File: config.mk
export PLATFORM = sky130hd
export DESIGN_NAME = beat_int_sequencer
export DESIGN_NICKNAME = d
export VERILOG_FILES = /design/src/rtl/beat_int_sequencer.sv
export SDC_FILE = /design/constraint.sdc
export NUM_CORES = 1
export LEC_CHECK = 0
export ABC_CLOCK_PERIOD_IN_PS = 1700
export CAP_MARGIN = 30
export CORE_MARGIN = 5
export CORE_UTILIZATION = 44
export CTS_CLUSTER_DIAMETER = 120
export DETAILED_ROUTE_END_ITERATION = 6
export GPL_TIMING_DRIVEN = 0
export PLACE_DENSITY = 0.77
export RECOVER_POWER = 25
export SETUP_SLACK_MARGIN = 0.5
export SKIP_LAST_GASP = 1
export SLEW_MARGIN = 10
export SYNTH_ARGS = -nofsm -noshare
export SYNTH_HDL_FRONTEND = slang
export SYNTH_SLANG_ARGS = --single-unit
File: constraint.sdc
create_clock -name clk -period 1.7 [get_ports clk]
set_input_delay 0.51 -clock clk [delete_from_list [all_inputs] [get_ports clk]]
set_output_delay 0.51 -clock clk [all_outputs]
set_load 0.03 [all_outputs]
File: src/rtl/beat_int_sequencer.sv
// One-hot W-beat sequencer with STP halt/resume and a prioritised, maskable,
// vectored interrupt-entry stage with optional wake from halt.

module beat_int_irq_cell (
  input  logic clk,
  input  logic clr,
  input  logic irq_i,
  input  logic take_i,
  output logic pend_o
);
  logic prev_q, pend_q;

  // A new rising edge wins over a same-cycle clear.
  always_ff @(posedge clk or negedge clr) begin
    if (!clr) begin
      prev_q <= 1'b0;
      pend_q <= 1'b0;
    end else begin
      prev_q <= irq_i;
      pend_q <= (irq_i & ~prev_q) | (pend_q & ~take_i);
    end
  end

  assign pend_o = pend_q;
endmodule

module beat_int_sequencer #(
  parameter int NUM_IRQ     = 4,
  parameter int MAX_W       = 4,
  parameter int VEC_W       = 8,
  parameter int VEC_BASE    = 'hE0,
  parameter int VEC_STRIDE  = 4,
  parameter int WAKE_ON_IRQ = 1,
  localparam int IDW        = (NUM_IRQ > 1) ? $clog2(NUM_IRQ) : 1
) (
  input  logic               clk,
  input  logic               clr,
  input  logic               go_i,
  input  logic               end_i,
  input  logic               stop_i,
  input  logic               iret_i,
  input  logic [NUM_IRQ-1:0] irq_i,
  input  logic [NUM_IRQ-1:0] irq_mask_i,
  output logic [MAX_W-1:0]   w_o,
  output logic               halted_o,
  output logic               int_stage_o,
  output logic [IDW-1:0]     int_id_o,
  output logic [VEC_W-1:0]   int_vec_o,
  output logic               en_int_o,
  output logic [NUM_IRQ-1:0] pending_o
);
  localparam logic [MAX_W-1:0] W1 = MAX_W'(1);

  typedef enum logic {S_RUN, S_HALT} state_t;

  state_t             state_q;
  logic [MAX_W-1:0]   w_q, resume_q, w_nxt;
  logic               int_stage_q, en_int_q;
  logic [IDW-1:0]     int_id_q, sel_id;
  logic [NUM_IRQ-1:0] pend, req, take;
  logic               boundary, run_acc, wake_acc, accept;
  logic [31:0]        vec_full;

  genvar k;
  generate
    for (k = 0; k < NUM_IRQ; k++) begin : g_irq
      assign take[k] = accept && (sel_id == IDW'(k));
      beat_int_irq_cell u_cell (
        .clk    (clk),
        .clr    (clr),
        .irq_i  (irq_i[k]),
        .take_i (take[k]),
        .pend_o (pend[k])
      );
    end
  endgenerate

  assign req = pend & ~irq_mask_i;

  // Downward scan so the lowest-index request is the last to assign.
  always_comb begin
    sel_id = '0;
    for (int i = NUM_IRQ - 1; i >= 0; i--)
      if (req[i]) sel_id = IDW'(i);
  end

  // The W_MAX forced wrap is an instruction boundary just like end_i.
  assign boundary = end_i | w_q[MAX_W-1];
  assign w_nxt    = boundary ? W1 : {w_q[MAX_W-2:0], 1'b0};
  assign run_acc  = (state_q == S_RUN) && boundary && !int_stage_q && en_int_q && (|req);
  assign wake_acc = (WAKE_ON_IRQ != 0) && (state_q == S_HALT) && en_int_q && (|req);
  assign accept   = run_acc | wake_acc;

  always_ff @(posedge clk or negedge clr) begin
    if (!clr) begin
      state_q     <= S_HALT;
      w_q         <= '0;
      resume_q    <= W1;
      int_stage_q <= 1'b0;
      int_id_q    <= '0;
      en_int_q    <= 1'b1;
    end else begin
      case (state_q)
        S_RUN: begin
          w_q <= w_nxt;
          if (boundary) begin
            int_stage_q <= 1'b0;
            if (iret_i) en_int_q <= 1'b1;
          end
          if (run_acc) begin
            int_stage_q <= 1'b1;
            int_id_q    <= sel_id;
            en_int_q    <= 1'b0;
          end
          if (stop_i) begin
            state_q  <= S_HALT;
            w_q      <= '0;
            resume_q <= w_nxt;
          end
        end
        S_HALT: begin
          // Wake-up takes precedence over a simultaneous go_i.
          if (wake_acc) begin
            state_q     <= S_RUN;
            w_q         <= W1;
            int_stage_q <= 1'b1;
            int_id_q    <= sel_id;
            en_int_q    <= 1'b0;
          end else if (go_i) begin
            state_q <= S_RUN;
            w_q     <= resume_q;
          end
        end
        default: state_q <= S_HALT;
      endcase
    end
  end

  assign vec_full    = 32'(VEC_BASE) + 32'(int_id_q) * 32'(VEC_STRIDE);
  assign int_vec_o   = vec_full[VEC_W-1:0];
  assign w_o         = w_q;
  assign halted_o    = (state_q == S_HALT);
  assign int_stage_o = int_stage_q;
  assign int_id_o    = int_id_q;
  assign en_int_o    = en_int_q;
  assign pending_o   = pend;
endmodule

* Word-level counts from Yosys, hierarchy flattened *
Cells that the tools add are included.

word-level totals
  register bits = 21
  bits in latches = 0
  bits in writable memories = 0
  ROM bits = 0
  input bits = 14
  output and inout bits = 21
  word-level logic and storage cells = 90
  memories kept = 0

operators by class
  add/sub/neg operators = 1
  $mul = 0
  div/mod/pow operators = 0
  $lt $le $gt $ge = 0
  equal/unequal tests = 8
  shift-type cells = 0
  muxes and demuxes = 25
  bitwise gates (word level) = 25
  reduce and logical (&&, ||, !) cells = 17

operators with widths
  operator                                        number
  two-way mux 4 bit                               4
  two-way mux 2 bit                               6
  logical AND 1 bit                               10
  two-way mux 1 bit                               10
  NOT 1 bit                                       9
  adder 8 x 4 -> 8 bit (first input constant)     1
  AND 1 bit                                       8
  one-hot mux 4 bit (2 select lines)              1
  != test 3 bit (second input constant)           2
  OR 1 bit                                        6
  one-hot mux 1 bit (2 select lines)              3
  AND reduction 2 bit                             3
  AND 4 bit                                       1
  == test 2 bit (second input constant)           2
  NOT 4 bit                                       1
  one-hot mux 2 bit (2 select lines)              1
  OR reduction 4 bit                              1
  != test 3 x 2 -> 1 bit (second input constant)  1
  AND reduction 3 bit                             1
  == test 2 x 1 -> 1 bit (second input constant)  1
  zero test 2 bit                                 1
  != test 2 x 1 -> 1 bit (second input constant)  1
  != test 2 bit (second input constant)           1
  zero test 1 bit                                 1

* Depth between registers and ports, before layout *
  word-level depth = 11
  mapped depth = 5

* Hierarchy *
A second synthesis with hierarchy kept.

unflattened totals
  cell total of the unflattened synthesis = 100
  area total of the unflattened synthesis = 1061.0 µm²

by module, submodules not included
  module              instances  cells each  area each (µm²)  seq. area each (µm²)
  beat_int_sequencer  1          80          780.7            329.1
  beat_int_irq_cell   4          5           70.1             50.0

* Worst setup path after synthesis *
No wires, ideal clock.

  path type = register to register
  start point = register state_q, in the netlist halted_o
  end point = register w_q[3], in the netlist w_o[3]
  arrival time = 1.393 ns
  required time = 1.581 ns
  path slack = 0.188 ns
  cell stages (with the launch flop) = 4
  buffers on the path = 1
  cell sequence = dfstp_2 -> buf_2 -> or3b_4 -> o21a_1

between the ends
  cells in the longest elaborated chain, start to end = 4
  elaborated cells between the ends (all ways) = 6
  those cells by class = eq/ne (1); mux (2); bitwise (1); reduce/logical (2)

ends and longest elaborated chain
  what                                RTL line  source
  from (decl)                         56        state_t state_q;
  from (signal assigned)              96        state_q <= S_HALT;
  from (signal assigned)              116       state_q <= S_HALT;
  from (signal assigned)              124       state_q <= S_RUN;
  logical AND 1 bit (2 in a row)      91        assign wake_acc = (WAKE_ON_IRQ != 0) && (state_q == S_HALT) && en_int_q && (|req);
  two-way mux 4 bit                   123       if (wake_acc) begin
  one-hot mux 4 bit (2 select lines)  103       case (state_q)
  to (signal assigned)                105       w_q <= w_nxt;
  to (signal assigned)                131       w_q <= resume_q;
  to (decl)                           57        logic [MAX_W-1:0] w_q, resume_q, w_nxt;

Parallel ways exist; a longest one is shown, timed or not.
A chain may end at the register's enable or synchronous reset.

* Worst setup path in the final report *
  start point = register state_q, in the netlist halted_o
  end point = output port halted_o

RTL lines
  what       RTL line  source
  to (decl)  45        output logic halted_o,

No word-level cell between the ends.

==> reports/qor.txt <==
Die X -> 59.0 um
Post-Syn Instances -> 99
required time of the critical path -> 1.19 ns
sequential-to-total area share from yosys stat -> 0.501
pin count of the biggest net entering global routing -> 22
area grow syn2layout -> 74.9%
endpoints failing setup -> 0
DR vias -> 1,050
CTS H-tree lvls -> 1
CTS max path bufs -> 2
Distinct cells, synth -> 32
die height -> 59.0 um
relative max-transition margin -> 0.314
Hold Crit Class -> input port to async pin
IO buf count -> 28
# nets final -> 179
Slew @ Worst Pin -> 1.03 ns
n_diodes -> 0
number of fill cells in the layout -> 124
Post-synth ARST share -> 1.00
drt first pass iters -> 4
Initial Util -> 0.468
initial antenna violation count -> 0
CTS Sinks -> 21
CP Class -> flip-flop to primary output
CP endpoint kind -> primary output
Final ANT Viol Nets -> 0
FF+latch area -> 536 sq um
vias per cell -> 5.47
EDFF count, synth -> 0
Critical-path top delay cell -> dfstp_2
Top-Level Pins -> 35
# rows -> 17
DIE AREA -> 0.00348 sq mm
synthesized area per cell -> 10.7 sq um
CP max stage delay -> 0.58 ns
DR WL/cell -> 18.3 um
global-route wire length before repair -> 5130 um
clk_skew -> 0.00577 ns
WL final -> 3520 um
maximum fanout along the worst path -> 2
PD cells -> 1660 mW/mm^2
WP buf/inv -> 1
Clk Tree Root Cell -> clkbuf_4
status -> finished clean
clock slew at reported path FFs -> 0.12 ns
total power -> 3.07 mW
final hold vios -> 0
worst reg-to-reg setup slack -> 0.19 ns
cells along the critical path -> buf_6
routability congestion estimate -> 0.786
dpl hpwl -> 1720 um
RSZ-0062 raised after global routing -> yes
synth warn -> 0
Reg2Reg Capture Point -> w_o[2]
Core Area -> 0.00225 sq mm
Inserted Clock Buffers -> 3
Final Cycle Share -> 0.903
maximum clock rate -> 651 MHz
multi-input logic area -> 543 sq um
clock latency on the worst-skew pair -> 0.31 ns
grt ovf -> 0
initial drt markers -> 38
Synth Register Bits -> 21
Cell Area, Synth -> 0.00106 sq mm
CTS tree -> yes
peak supply drop -> 1.12 mV
R2R cell count -> 4
leakage power -> 0.851 nW
CP startpoint kind -> flip-flop
reg2reg start -> halted_o
worst path arrival time -> 1.03 ns
cell class contributing the biggest share of worst-path delay -> flip-flops
Final Max Tran Viols -> 0
Tmin final -> 1.54 ns
GR Util All Layers -> 0.198
Remaining DRCs -> 0
layout cell share with drive strength beyond 1 -> 0.573
Post-synth top flop -> dfrtp_1
number of global-route vias before repair -> 1,023
minimum hold slack -> 0.102 ns
max-cap viol count -> 0
metrics by stage:
step	area [sq um]	utilization	TNS (ns)	setup slack [ns]	cells
after floorplan	1090	-	0	0.247	103
after global placement	1400	0.622	-2.22	-0.324	159
after detailed placement	1400	0.622	-2.82	-0.346	159
after CTS	1770	0.784	0	0.162	187
after global routing	1850	0.819	0	0.137	192
final	1850	0.819	0	0.165	192
synth_stat cells (2+ instances only):
| master | n | area share |
|---|---|---|
| dfrtp_1 | 18 | 0.43 |
| o31ai_1 | 3 | 0.021 |
| o21ai_0 | 12 | 0.057 |
| o21ai_1 | 2 | 0.0095 |
| nand2b_2 | 2 | 0.017 |
| inv_1 | 8 | 0.028 |
| conb_1 | 2 | 0.0071 |
| a21oi_1 | 4 | 0.019 |
| nand2_1 | 5 | 0.018 |
| buf_4 | 12 | 0.085 |
| o21a_1 | 3 | 0.021 |
| dfstp_2 | 3 | 0.075 |
| nor2_1 | 2 | 0.0071 |
| nand2b_4 | 2 | 0.026 |
| o22a_1 | 2 | 0.017 |
| a22o_1 | 3 | 0.025 |
how the worst max path moves through the flow:
stage | startpoint | endpoint | depth (start not counted)
final | halted_o | halted_o | 1
after global routing | g_irq[0].u_cell.pend_o | pending_o[0] | 2
after CTS | g_irq[0].u_cell.pend_o | pending_o[0] | 2
after detailed placement | irq_mask_i[0] | w_o[2] | 5
after global placement | irq_mask_i[2] | w_o[2] | 5
after floorplan | halted_o | w_o[3] | 3
cell families after synthesis:
family                 synth area share
AND/OR/NAND/NOR                   0.128
multiplexers                    0.00948
buffers and inverters             0.118
other                           0.00711
AO/OA/AOI/OAI                     0.228
XOR/XNOR                        0.00830
flip-flops                        0.501
registers in the layout, indices dropped and copies added, names as in the netlist:
register,count
en_int_o,1
g_irq.u_cell.pend_o,4
g_irq.u_cell.prev_q,4
halted_o,1
int_id_o,2
int_stage_o,1
resume_q,4
w_o,4
where the power goes:
group / internal (mW) / leakage (nW) / switching [mW]
Clock: 0.0880 / 0.0177 / 0.160
Sequential: 0.684 / 0.241 / 0.149
Combinational: 1.02 / 0.593 / 0.965
Total: 1.79 / 0.851 / 1.27
placed cells by master, fill, tap and decap left out, types with 2 or more instances in the layout:
master / instances
a21oi_2: 3
nand2_1: 4
dfrtp_1: 13
clkdlybuf4s50_1: 6
clkbuf_4: 3
conb_1: 6
o21ai_0: 9
nand2b_4: 5
buf_6: 30
dfrtp_2: 5
o22a_1: 2
o21a_1: 3
a22o_1: 3
buf_4: 25
clkdlybuf4s15_2: 2
dfstp_2: 3
o21ai_1: 4
dlygate4sd2_1: 5
inv_1: 7
layer usage:
metal  vias to the layer above  GRT usage  wire length [um]
li1                        458          -                 -
met1                       499      0.234              1340
met2                        67      0.349              1720
met3                        26     0.0327               232
met4                         0     0.0906               223
met5                         -          0                 0
cell type report:
| class | instances | share of cell area |
|---|---|---|
| plain buffers | 13 | 0.0671 |
| clock buffers | 3 | 0.0122 |
| clock inverters | 1 | 0.00271 |
| inverters | 8 | 0.0163 |
| multi-input cells | 61 | 0.294 |
| flip-flops and latches | 21 | 0.290 |
| well taps | 28 | 0.0190 |
| repair buffers | 57 | 0.299 |
repair_timing:
| item | CTS | global route |
|---|---|---|
| endpoints found under the setup margin | 53 | 32 |
| pin swaps | 14 | 7 |
| cloned | 0 | 0 |
| hold buffers | 0 | 0 |
| buffers inserted | 24 | 4 |
| gates resized for setup | 145 | 12 |
| hold endpoints to repair | 0 | 0 |
(Power assumes the default switching activity.)
